--- src/rtl/instruction_refill_unit.sv ---
// Instruction cache refill engine: fetches one cacheline beat-by-beat
// from backing memory and returns it to the cache as a single response.
module instruction_refill_unit #(
    parameter int unsigned PcWidth          = 32,
    parameter int unsigned EncInstWidth     = 32,
    parameter int unsigned CachelineIdxBits = 1
) (
    input  logic                                            clk_i,
    input  logic                                            rst_ni,
    input  logic                                            ic_req_i,
    output logic                                            ic_ready_o,
    input  logic [PcWidth-CachelineIdxBits-1:0]             ic_addr_i,
    output logic                                            ic_valid_o,
    output logic [(EncInstWidth << CachelineIdxBits)-1:0]   ic_data_o,
    output logic                                            imem_req_o,
    input  logic                                            imem_gnt_i,
    output logic [PcWidth-1:0]                              imem_addr_o,
    input  logic                                            imem_rvalid_i,
    input  logic [EncInstWidth-1:0]                         imem_rdata_i
);

    localparam int unsigned N     = 1 << CachelineIdxBits;
    localparam int unsigned CntW  = CachelineIdxBits + 1;
    localparam int unsigned LineW = PcWidth - CachelineIdxBits;
    localparam logic [CntW-1:0] NCnt    = CntW'(N);
    localparam logic [CntW-1:0] LastCnt = CntW'(N - 1);

    typedef enum logic [1:0] {
        IDLE    = 2'd0,
        FETCH   = 2'd1,
        RESPOND = 2'd2
    } state_e;

    state_e                           state_q, state_d;
    logic [CntW-1:0]                  issue_cnt_q, issue_cnt_d;
    logic [CntW-1:0]                  recv_cnt_q, recv_cnt_d;
    logic [LineW-1:0]                 line_q, line_d;
    logic [N-1:0][EncInstWidth-1:0]   data_q, data_d;
    logic                             issue_fire;
    logic                             recv_fire;

    always_comb begin
        state_d     = state_q;
        issue_cnt_d = issue_cnt_q;
        recv_cnt_d  = recv_cnt_q;
        line_d      = line_q;
        data_d      = data_q;
        ic_ready_o  = (state_q == IDLE);
        ic_valid_o  = (state_q == RESPOND);
        imem_req_o  = (state_q == FETCH) && (issue_cnt_q < NCnt);
        issue_fire  = imem_req_o && imem_gnt_i;
        // Data beats are only taken while a line is in flight.
        recv_fire   = (state_q == FETCH) && imem_rvalid_i
                      && (recv_cnt_q < NCnt);

        unique case (state_q)
            IDLE: begin
                if (ic_req_i) begin
                    line_d      = ic_addr_i;
                    issue_cnt_d = '0;
                    recv_cnt_d  = '0;
                    state_d     = FETCH;
                end
            end
            FETCH: begin
                if (issue_fire) begin
                    issue_cnt_d = issue_cnt_q + CntW'(1);
                end
                if (recv_fire) begin
                    for (int i = 0; i < N; i++) begin
                        if (recv_cnt_q == CntW'(i)) begin
                            data_d[i] = imem_rdata_i;
                        end
                    end
                    recv_cnt_d = recv_cnt_q + CntW'(1);
                    if (recv_cnt_q == LastCnt) begin
                        state_d = RESPOND;
                    end
                end
            end
            RESPOND: begin
                state_d = IDLE;
            end
            default: begin
                state_d = IDLE;
            end
        endcase
    end

    always_ff @(posedge clk_i or negedge rst_ni) begin
        if (!rst_ni) begin
            state_q     <= IDLE;
            issue_cnt_q <= '0;
            recv_cnt_q  <= '0;
            line_q      <= '0;
            data_q      <= '0;
        end else begin
            state_q     <= state_d;
            issue_cnt_q <= issue_cnt_d;
            recv_cnt_q  <= recv_cnt_d;
            line_q      <= line_d;
            data_q      <= data_d;
        end
    end

    if (CachelineIdxBits == 0) begin : g_addr_line
        assign imem_addr_o = line_q;
    end else begin : g_addr_beat
        assign imem_addr_o = {line_q, issue_cnt_q[CachelineIdxBits-1:0]};
    end

    assign ic_data_o = data_q;

`ifndef SYNTHESIS
    a_rvalid_unexpected : assert property (
        @(posedge clk_i) disable iff (!rst_ni)
        (state_q == FETCH && imem_rvalid_i && !issue_fire)
        |-> (recv_cnt_q != issue_cnt_q)
    );

    a_addr_stable : assert property (
        @(posedge clk_i) disable iff (!rst_ni)
        (ic_req_i && !ic_ready_o && $past(ic_req_i && !ic_ready_o))
        |-> $stable(ic_addr_i)
    );

    a_valid_pulse : assert property (
        @(posedge clk_i) disable iff (!rst_ni)
        ic_valid_o |=> !ic_valid_o
    );
`endif

endmodule

--- config.mk ---
export PLATFORM = sky130hd
export DESIGN_NAME = instruction_refill_unit
export DESIGN_NICKNAME = d
export VERILOG_FILES = /design/src/rtl/instruction_refill_unit.sv
export SDC_FILE = /design/constraint.sdc
export NUM_CORES = 1
export LEC_CHECK = 0
export ABC_CLOCK_PERIOD_IN_PS = 1500
export CAP_MARGIN = 20
export CORE_UTILIZATION = 39
export CTS_CLUSTER_SIZE = 8
export DETAILED_ROUTE_END_ITERATION = 10
export PLACE_DENSITY = 0.77
export SLEW_MARGIN = 10
export SYNTH_ARGS = -nofsm -noshare
export SYNTH_HDL_FRONTEND = slang
export SYNTH_SLANG_ARGS = --single-unit
--- constraint.sdc ---
create_clock -name clk_i -period 1.5 [get_ports clk_i]
set_clock_uncertainty 0.1 [all_clocks]
set_input_delay 0.3 -clock clk_i [delete_from_list [all_inputs] [get_ports clk_i]]
set_output_delay 0.3 -clock clk_i [all_outputs]
set_load 0.02 [all_outputs]
== Word-level counts from Yosys, hierarchy flattened ==
Index checks and enable logic that the tools add are counted.

* $add $sub $neg: 2
* $lt $le $gt $ge: 2
* Eq/ne operators: 7
* Mux-type cells: 9
* Reduce and logical (&&, ||, !) cells: 13

{| class="wikitable"
|+ Operator list
! cell !! number
|-
| $reduce_and A3 Y1 || 5
|-
| $mux W2 || 6
|-
| $pmux W2 S2 || 3
|-
| $ne A2 B2 Y1 const B || 3
|-
| $add A2 B1 Y2 const B || 2
|-
| $eq A2 B1 Y1 const B || 2
|-
| $logic_and A1 B1 Y1 || 4
|-
| $logic_not A2 Y1 || 2
|-
| $lt A2 B2 Y1 const B || 2
|-
| $eq A2 B2 Y1 const B || 1
|-
| $ne A2 B1 Y1 const B || 1
|-
| $reduce_and A2 Y1 || 1
|-
| $reduce_bool A2 Y1 || 1
|}

* Register bits: 101
* Input bits: 68
* Output and inout port bits: 99

== Longest topological paths before layout ==
Gate-level depths: netlist (run 1).

* Depth in word-level cells: 5
* Depth in mapped cells: 5
* Mapped depth without buffers: 4

== Worst setup path after synthesis (run 1) ==
OpenSTA, ideal clock, no wires.

* Kind: flip-flop to flip-flop
* Start point: register state_q[1]
* End point: register line_q[0]
* Setup time: 0.125 ns
* Data arrival time: 1.267 ns
* Slack: 0.008 ns
* Cell stages (with the launch flop): 5
* Path buffers: 1
* Path through: dfrtp_1 nand2b_1 nor2_2 buf_4 mux2_2

* Cells in the longest elaborated chain, start to end: 2

{| class="wikitable"
|+ RTL lines
! what !! RTL line !! text
|-
| start: declaration || 34 || <nowiki>state_e state_q, state_d;</nowiki>
|-
| start signal: assignment || 98 || <nowiki>state_q <= state_d;</nowiki>
|-
| $logic_not A2 Y1 || 56 || <nowiki>unique case (state_q)</nowiki>
|-
| $reduce_and A2 Y1 (no source line) || n/a ||
|-
| end signal: assignment || 101 || <nowiki>line_q <= line_d;</nowiki>
|-
| end: declaration || 37 || <nowiki>logic [LineW-1:0] line_q, line_d;</nowiki>
|}

No other way between the ends.
A chain may end at the register's enable or synchronous reset.

== Worst setup path in the final report (run 1) ==
* Start point: register state_q[1]
* End point: register data_q, in the netlist ic_data_o[51]

* Cells in the longest elaborated chain, start to end: 4

{| class="wikitable"
|+ RTL lines
! what !! RTL line !! text
|-
| $eq A2 B1 Y1 (*) || 53, 56 ||
|-
| $logic_and A1 B1 Y1 || 53 || <nowiki>recv_fire = (state_q == FETCH) && imem_rvalid_i</nowiki>
|-
| $logic_and A1 B1 Y1 || 54 || <nowiki>&& (recv_cnt_q < NCnt);</nowiki>
|-
| $reduce_and A3 Y1 (no source line) (*) || n/a ||
|-
| end signal: assignment || 102 || <nowiki>data_q <= data_d;</nowiki>
|-
| end: declaration || 38 || <nowiki>logic [N-1:0][EncInstWidth-1:0] data_q, data_d;</nowiki>
|}

Every way passes the cells marked *; elsewhere a longest branch is shown, timed or not.

==> results.json, run 1 <==
{
  "yosys_warnings": 0,
  "max_freq_ghz": 0.579,
  "crit_type": "flip-flop to flip-flop",
  "core_area_mm2": 0.00986,
  "synth.cell_area_mm2": 0.00402,
  "dr.pass1.iters": 4,
  "grt_use_total_pct": 19.4,
  "first_global_vias": 3138,
  "ys_top_cells_by_count": "101 x dfrtp_1, 65 x mux2_2, 28 x mux2_4, 6 x buf_6, 6 x nor2_1",
  "outcome": "complete, but fails checks",
  "min_period_ns": 1.73,
  "regToRegStartpoint": "state_q[1]",
  "die_y_um": 104,
  "design.portCount": 167,
  "wirelength_um": 10000,
  "crit_required_ns": 1.65,
  "register_area_mm2": 0.00253,
  "holdCritPathClass": "input port to asynchronous set/reset pin",
  "dp_slack_ns": -0.410,
  "sw_frac_of_total_pct": 36.7,
  "ys_ff_latch": 101,
  "numCtsBuffers": 9,
  "synth_top_area_share_pct": 62.8,
  "setup_violations": 100,
  "tritoncts": "built",
  "cts_max_level": 3,
  "dieArea_mm2": 0.0107,
  "routed_via_density": 4.76,
  "crit_end": "ic_data_o[51]",
  "worstRegToRegCells": 6,
  "leakage_nw": 3.07,
  "drv_cap": 0,
  "postSynthCellCount": 237,
  "synthArstFlopShare_pct": 100,
  "rsz0062_at_grt": "true",
  "seq_area_frac_synth_pct": 62.8,
  "vias": 2759,
  "p_int_w": 0.00908,
  "synthToLayoutAreaGrowth_pct": 63.1,
  "cts_sinks": 101,
  "finalCritPeriodShare_pct": 115,
  "clkLatencyLatePin_ns": 0.36,
  "clockBufferDepth": 2,
  "setup_ws_ns": -0.227,
  "power.share.combinational_pct": 53.8,
  "io_buffers": 166,
  "die_w_um": 104,
  "peakVddDrop_mv": 1.02,
  "seqPwrFrac_pct": 33.8,
  "r2r_slack_ns": -0.23,
  "drtAntennaViolNets": 0,
  "ys_types": 20,
  "max_slew_margin_pct": 76.3,
  "fill_cells": 706,
  "grt_pass1_wl_um": 16200,
  "synth_most_common_cell": "dfrtp_1",
  "startpoint": "state_q[1]",
  "place_area_mm2": 0.00602,
  "slew_viol_final": 0,
  "fin_nets": 512,
  "place.gp.congestion": 0.761,
  "clock_tree.root_cell": "clkbuf_8",
  "wl_per_cell_um": 17.3,
  "diodes": 0,
  "violations": "setup timing",
  "crit_arrival_ns": 1.88,
  "syn_nets": 307,
  "startpoint_type": "flip-flop",
  "yosysTopAreaCell": "dfrtp_1",
  "path_clk_slew_ns": 0.10,
  "route.detailed.drc": 0,
  "overflow": 0,
  "p_sw_w": 0.00526,
  "cp_max_fo": 8,
  "timing.rr.end": "ic_data_o[51]",
  "endpoint_kind": "flip-flop",
  "dpl.hpwl_um": 6620,
  "antenna_found_initial": 0,
  "netlist_top_cells_area": "dfrtp_1 63%, mux2_2 18%, mux2_4 10%",
  "power_density_mw_per_mm2": 2180,
  "stdcell_area_mm2": 0.00656,
  "syn_avg_cell_area_um2": 17.0,
  "drt_iter0_markers": 44,
  "tightest_slew_ns": 0.355,
  "multi_input_area_mm2": 0.00154,
  "grt_max_degree": 25,
  "p_clk_share_pct": 12.4,
  "hold_viol": 0,
  "initial_core_util_pct": 40.8,
  "synth-edff-count": 0,
  "synth_ff_type": "dfrtp_1",
  "num_rows": 36,
  "final_layout_size_suffix_gt1_share_pct": 41.4
}
[logic make-up (layout without fill, tap and decap cells)]
family / Yosys count / after routing / synth area share [%]
flops: 101 / 101 / 62.8
mux: 97 / 97 / 29.8
buf+inv: 15 / 225 / 2.98
simple gates: 14 / 14 / 2.52
compound gates: 8 / 8 / 1.31
fa+ha+maj: 2 / 2 / 0.622
[sequential cells by signal (all words and copies together) (netlist names)]
name         flops
recv_cnt_q       2
state_q          2
issue_cnt_q      2
ic_data_o       64
line_q          31
[worst max-delay path: stages (launching register included)]
cell,delay [ns]
dfrtp_1,0.41
and2b_4,0.27
buf_6,0.12
nand3_4,0.12
buf_12,0.16
buf_12,0.14
mux2_4,0.29
[through the flow]
stage / setup TNS, ns / total power, W / utilization [%] / hold WS [ns] / instances
after global routing: -15.09 / 0.0151 / 66.5 / 0.312 / 580
after detailed placement: -34.98 / 0.0125 / 61.1 / 0.134 / 549
after CTS: -11.77 / 0.0143 / 66.6 / 0.286 / 581
final: -11.25 / 0.0143 / 66.5 / 0.295 / 580
after floorplan: 0 / 0.00885 / - / -0.0956 / 237
after global placement: -32.16 / 0.0124 / 61.1 / 0.131 / 549
[cell type report]
type	instances	area share, %
Clock buffer	10	2.10
Tap cell	133	2.54
Clock inverter	6	1.07
Timing Repair Buffer	205	32.1
Sequential cell	101	38.5
Multi-Input combinational cell	121	23.4
Inverter	4	0.267
[layout by cell type (no fill, tap or decap)]
cell	count
a21oi_1	2
o21ai_1	1
buf_16	1
a31oi_1	2
and2b_4	1
buf_4	14
clkdlybuf4s15_1	71
a22o_1	2
clkinvlp_4	3
buf_12	15
clkbuf_8	10
mux2_4	61
inv_6	1
and2b_2	1
nor2b_1	1
inv_1	3
nand2b_4	1
bufinv_16	1
buf_6	11
nor2_1	4
nand3_4	2
clkdlybuf4s50_1	66
clkinv_4	1
dlygate4sd2_1	5
nor2b_4	1
mux2_2	36
a21o_1	1
inv_4	1
ha_1	2
clkbuf_16	1
dfrtp_1	101
dlygate4sd3_1	1
clkbuf_2	20
nor2_4	3
[metal layers]
layer	vias to the layer above	GRT usage (%)	wire, µm	share of wire [%]
li1	1238	-	-	-
met1	1411	23.1	4130	41
met2	99	33.3	5130	51
met3	11	4.91	593	5.9
met4	0	8.49	154	1.5
met5	-	0	0	0
[power groups by stage]
stage	combinational (W)	clock, W	sequential [W]
4_1_cts	0.00764	0.00185	0.00480
3_3_place_gp	0.00754	0	0.00481
3_5_place_dp	0.00767	0	0.00487
6_report	0.00771	0.00178	0.00484
2_1_floorplan	0.00241	0	0.00644
5_1_grt	0.00811	0.00195	0.00501
[repair_timing]
item | 4_1_cts | 5_1_grt
setup buffers | 11 | 4
gates resized for setup | 191 | 101
hold endpoints to repair | 16 | 0
setup endpoints to repair | 193 | 175
hold buffers | 1 | 0
cloned | 4 | 1
pin swaps | 2 | 2
[how the worst min path moves through the flow]
stage,to,cells past startpoint
after floorplan,ic_data_o[0],0
after global placement,ic_data_o[3],1
after detailed placement,ic_data_o[3],1
after CTS,ic_data_o[5],2
after global routing,ic_data_o[12],2
final,ic_data_o[5],2
No activity file was read; power rests on OpenSTA's default activity.
==> inputs of run 2 (changes only) <==
--- a/config.mk
+++ b/config.mk
@@ -8,9 +8,11 @@
 export ABC_CLOCK_PERIOD_IN_PS = 1500
 export CAP_MARGIN = 20
 export CORE_UTILIZATION = 39
+export CTS_CLUSTER_DIAMETER = 200
 export CTS_CLUSTER_SIZE = 8
 export DETAILED_ROUTE_END_ITERATION = 10
 export PLACE_DENSITY = 0.77
+export RECOVER_POWER = 100
 export SLEW_MARGIN = 10
 export SYNTH_ARGS = -nofsm -noshare
 export SYNTH_HDL_FRONTEND = slang
==> run 2 against run 1 <==
Effect of this change: final cell count is the same; hold slack gained 0.071 ns; sequential share of layout area grew 0.27 points; the flow still finishes with violations (setup timing); die area is the same; sequential cell count is the same; largest cell class unchanged; critical path type unchanged; wire length shrank 0.12%.
==> results.json, run 2 (synthesized netlist as in run 1, its figures left out) <==
{
  "final_layout_size_suffix_gt1_share_pct": 41.4,
  "drtAntennaViolNets": 0,
  "initial_core_util_pct": 40.8,
  "crit_arrival_ns": 1.88,
  "wl_per_cell_um": 17.2,
  "dr.pass1.iters": 4,
  "die_y_um": 104,
  "power.total_w": 0.0143,
  "io_buffers": 166,
  "worst-path-buf-inv": 3,
  "startpoint_type": "flip-flop",
  "cts_max_level": 3,
  "path_clk_slew_ns": 0.10,
  "dieArea_mm2": 0.0107,
  "clkLatencyLatePin_ns": 0.36,
  "tritoncts": "built",
  "clock_tree.root_cell": "clkbuf_8",
  "wirelength_um": 10000,
  "stdcell_count": 580,
  "fin_nets": 512,
  "leakage_nw": 3.06,
  "setup_ws_ns": -0.228,
  "crit_family": "buffers and inverters",
  "endpoint_kind": "flip-flop",
  "power_density_mw_per_mm2": 2200,
  "final_cell_mix": "101 x dfrtp_1, 71 x clkdlybuf4s15_1, 66 x clkdlybuf4s50_1, 61 x mux2_4, 36 x mux2_2",
  "drt_iter0_markers": 39,
  "worst-path-stages": 6,
  "worstPathCellList": "and2b_4 > buf_6 > nand3_4 > buf_12 > buf_12 > mux2_4",
  "route.detailed.drc": 0,
  "die_w_um": 104,
  "crit_top_cell": "buf_12",
  "outcome": "complete, but fails checks",
  "violations": "setup timing",
  "num_rows": 36,
  "crit_required_ns": 1.65,
  "worstRegToRegCells": 6,
  "core_area_mm2": 0.00986,
  "overflow": 0,
  "final_common_cell": "dfrtp_1",
  "peakVddDrop_mv": 1.02,
  "tightest_slew_ns": 0.567,
  "vias": 2763,
  "slew_viol_final": 0,
  "largest_register_ffs": 64,
  "max_slew_margin_pct": 62.2,
  "diodes": 0,
  "dp.cells": 549,
  "crit_type": "flip-flop to flip-flop",
  "grt_use_total_pct": 19.4,
  "finalCritPeriodShare_pct": 115,
  "grt_pass1_wl_um": 16200,
  "slowest_stage": "dfrtp_1",
  "first_global_vias": 3138,
  "drv_cap": 0,
  "setup_violations": 100,
  "cts_sinks": 101,
  "clockBufferDepth": 2,
  "dpl.hpwl_um": 6620,
  "max_freq_ghz": 0.579,
  "routed_via_density": 4.76,
  "place.gp.congestion": 0.761,
  "numCtsBuffers": 9,
  "holdCritPathClass": "input port to asynchronous set/reset pin",
  "cp_max_fo": 8,
  "antenna_found_initial": 0,
  "hold_viol": 0,
  "synthToLayoutAreaGrowth_pct": 61.9,
  "design.portCount": 167,
  "min_period_ns": 1.73,
  "rsz0062_at_grt": "true",
  "setup_tns_ns": -11.32,
  "grt_max_degree": 25,
  "cpPeakStageDelay_ns": 0.41,
  "utilization_pct": 66.1,
  "whs_ns": 0.366
}
run 2: changes by cell type in the layout (fill, tap and decap cells not counted):
cell | before | now
buf_12 | 15 | 12
buf_4 | 14 | 11
clkbuf_2 | 20 | 23
clkbuf_4 | 0 | 3
run 2: worst register-to-register path, stage by stage, from the launching register on:
cell and delay, ns:
dfrtp_1 0.41, and2b_4 0.27, buf_6 0.12, nand3_4 0.12
buf_12 0.16, buf_12 0.14, mux2_4 0.30
run 2: per-stage QoR:
stage / instance area (µm²) / setup slack [ns]
after CTS: 6570 / -0.234
after detailed placement: 6020 / -0.410
after global placement: 6020 / -0.366
after floorplan: 4020 / 0.00834
final: 6520 / -0.228
after global routing: 6520 / -0.267
run 2: power by group:
part	switching (W)	total [W]	internal, W
clock network	0.000961	0.00179	0.000825
registers	0.000746	0.00484	0.00410
logic	0.00355	0.00769	0.00414
run 2: cell type report:
class | count | area, µm²
Inverter | 4 | 17.5
Clock buffer | 10 | 138
Timing Repair Buffer | 205 | 2060
Tap cell | 133 | 166
Sequential cell | 101 | 2530
Fill cell | 711 | 3350
Multi-Input combinational cell | 121 | 1540
Clock inverter | 6 | 70.1
run 2: final timing paths:
kind                            slack, ns       endpoint          from
worst max-delay path                -0.23  ic_data_o[52]    state_q[1]
worst min-delay path                 0.37  ic_data_o[33]        rst_ni
worst max register to register      -0.23  ic_data_o[52]    state_q[1]
worst min register to register       0.41   ic_data_o[3]  ic_data_o[3]
max in group asynchronous            0.12      line_q[5]        rst_ni
min in group clk_i                   0.41   ic_data_o[3]  ic_data_o[3]
run 2: repair_timing:
item	CTS	global route
setup endpoints to repair	193	175
gates cloned	4	1
resized for setup	191	101
pin swaps	2	2
setup buffers	11	4
hold endpoints to repair	16	0
hold buffers	1	0
run 2: layer usage:
metal  vias up  GRT usage, %  share of wire (%)
met3        11          4.91                5.9
met2        99          33.3                 51
met4         0          8.49                1.5
met1      1416          23.1                 41
li1       1237             -                  -
met5         -             0                  0
==> inputs of run 3 (changes only) <==
--- a/config.mk
+++ b/config.mk
@@ -11,6 +11,7 @@
 export CTS_CLUSTER_DIAMETER = 200
 export CTS_CLUSTER_SIZE = 8
 export DETAILED_ROUTE_END_ITERATION = 10
+export MAX_ROUTING_LAYER = met4
 export PLACE_DENSITY = 0.77
 export RECOVER_POWER = 100
 export SLEW_MARGIN = 10
==> run 3 against run 2 <==
Effect of this change: the flow still finishes with violations (setup timing); fmax rose by 0.39%; largest power group unchanged; largest cell class unchanged; via count rose by 0.14%; final cell count did not move; non-clock buffer count did not move; clock-buffer cell count did not move; sequential power barely moved; design area barely moved; register-to-register slack barely moved; critical endpoint is now ic_data_o[51].
==> results.json, run 3 (synthesized netlist as in run 1, its figures left out) <==
{
  "outcome": "complete, but fails checks",
  "violations": "setup timing",
  "diodes": 0,
  "leakage_nw": 3.00,
  "core_area_mm2": 0.00986,
  "num_rows": 36,
  "cts_sinks": 101,
  "cts_max_level": 3,
  "setup_ws_ns": -0.221,
  "crit_top_cell": "buf_12",
  "design.portCount": 167,
  "synthToLayoutAreaGrowth_pct": 61.8,
  "slowest_stage": "dfrtp_1",
  "finalCritPeriodShare_pct": 115,
  "final_cell_mix": "101 x dfrtp_1, 74 x clkdlybuf4s15_1, 66 x clkdlybuf4s50_1, 61 x mux2_4, 36 x mux2_2",
  "die_w_um": 104,
  "tritoncts": "built",
  "initial_core_util_pct": 40.8,
  "cpPeakStageDelay_ns": 0.40,
  "path_clk_slew_ns": 0.10,
  "drtAntennaViolNets": 0,
  "crit_required_ns": 1.65,
  "final_common_cell": "dfrtp_1",
  "wl_per_cell_um": 17.2,
  "fin_nets": 512,
  "clkLatencyLatePin_ns": 0.36,
  "routed_via_density": 4.77,
  "register_area_mm2": 0.00253,
  "max_freq_ghz": 0.581,
  "largest_register_ffs": 64,
  "rsz0062_at_grt": "true",
  "setup_tns_ns": -10.40,
  "fill_cells": 721,
  "crit_type": "flip-flop to flip-flop",
  "power_density_mw_per_mm2": 2190,
  "whs_ns": 0.365,
  "die_y_um": 104,
  "grt_use_total_pct": 20.0,
  "dp.cells": 549,
  "worstPathCellList": "and2b_4 > buf_6 > nand3_4 > buf_12 > buf_12 > mux2_4",
  "wirelength_um": 9950,
  "dpl.hpwl_um": 6620,
  "dieArea_mm2": 0.0107,
  "route.detailed.drc": 0,
  "multi_input_area_mm2": 0.00154,
  "startpoint_type": "flip-flop",
  "dr.pass1.iters": 4,
  "grt_pass1_wl_um": 16100,
  "peakVddDrop_mv": 1.08,
  "crit_arrival_ns": 1.87,
  "place.gp.congestion": 0.771,
  "setup_violations": 99,
  "antenna_found_initial": 0,
  "stdcell_count": 580,
  "vias": 2767,
  "holdCritPathClass": "input port to asynchronous set/reset pin",
  "drt_iter0_markers": 60,
  "clock_tree.root_cell": "clkbuf_8",
  "overflow": 0,
  "min_period_ns": 1.72,
  "hold_viol": 0,
  "max_slew_margin_pct": 62.0,
  "clockBufferDepth": 2,
  "endpoint_kind": "flip-flop",
  "final_layout_size_suffix_gt1_share_pct": 36.9,
  "cp_max_fo": 8,
  "io_buffers": 166,
  "numCtsBuffers": 9,
  "grt_max_degree": 25,
  "r2r_slack_ns": -0.22,
  "drv_cap": 0,
  "slew_viol_final": 0,
  "tightest_slew_ns": 0.569,
  "first_global_vias": 3142
}
[run 3: cell count changes in the layout (fill, tap and decap cells not counted)]
cell / previous run / this run
clkbuf_1: 0 / 17
clkdlybuf4s15_1: 71 / 74
clkbuf_2: 23 / 3
[run 3: routing by layer]
layer / global-route usage [%] / share of wire [%] / up-vias
met3: 3.52 / 4.6 / 15
met5: - / 0 / -
met4: 8.49 / 1.9 / 0
met1: 23.8 / 43 / 1414
li1: - / - / 1237
met2: 33.4 / 51 / 101
[run 3: stage by stage]
step                utilization (%)  total power [W]  instance area [µm²]  setup slack (ns)
finish                         66.0           0.0143                 6510            -0.221
global route                   66.0           0.0150                 6510            -0.259
CTS                            66.6           0.0143                 6570            -0.234
detailed placement             61.1           0.0125                 6020            -0.410
global placement               61.1           0.0124                 6020            -0.366
floorplan                         -          0.00885                 4020           0.00834
[run 3: area by class of cell]
type                       count  area share, %
timing repair buffer         205           31.6
clock buffer                  10           2.11
sequential                   101           38.8
tap                          133           2.56
inverter                       4          0.269
multi-input combinational    121           23.6
clock inverter                 6           1.08
[run 3: report_power, final]
part           switching (W)  leakage, nW  total (W)  internal [W]
combinational        0.00356         1.70    0.00766       0.00410
clock               0.000965       0.0951    0.00179      0.000825
sequential          0.000743         1.21    0.00484       0.00410
[run 3: what timing repair did]
action                     CTS  global route
hold buffers                 1             0
setup buffers               11             4
resized for setup          191            98
hold endpoints to repair    16             0
setup endpoints to repair  193           174
cloned                       4             1
pin swaps                    2             2
[run 3: worst max-delay path: cells and delay by family, from the launching register on]
| kind | cells | cell delay, ns |
|---|---|---|
| multiplexers | 1 | 0.29 |
| buffers and inverters | 3 | 0.42 |
| flip-flops | 1 | 0.40 |
| AND/OR/NAND/NOR | 2 | 0.39 |
[run 3: final timing paths]
| check | depth (start not counted) | to | from |
|---|---|---|---|
| hold reg to reg | 1 | ic_data_o[3] | ic_data_o[3] |
| max in group asynchronous | 3 | line_q[5] | rst_ni |
| hold / removal | 2 | ic_data_o[5] | rst_ni |
| setup reg to reg | 6 | ic_data_o[51] | state_q[1] |
| setup / recovery | 6 | ic_data_o[51] | state_q[1] |
| min in group clk_i | 1 | ic_data_o[3] | ic_data_o[3] |
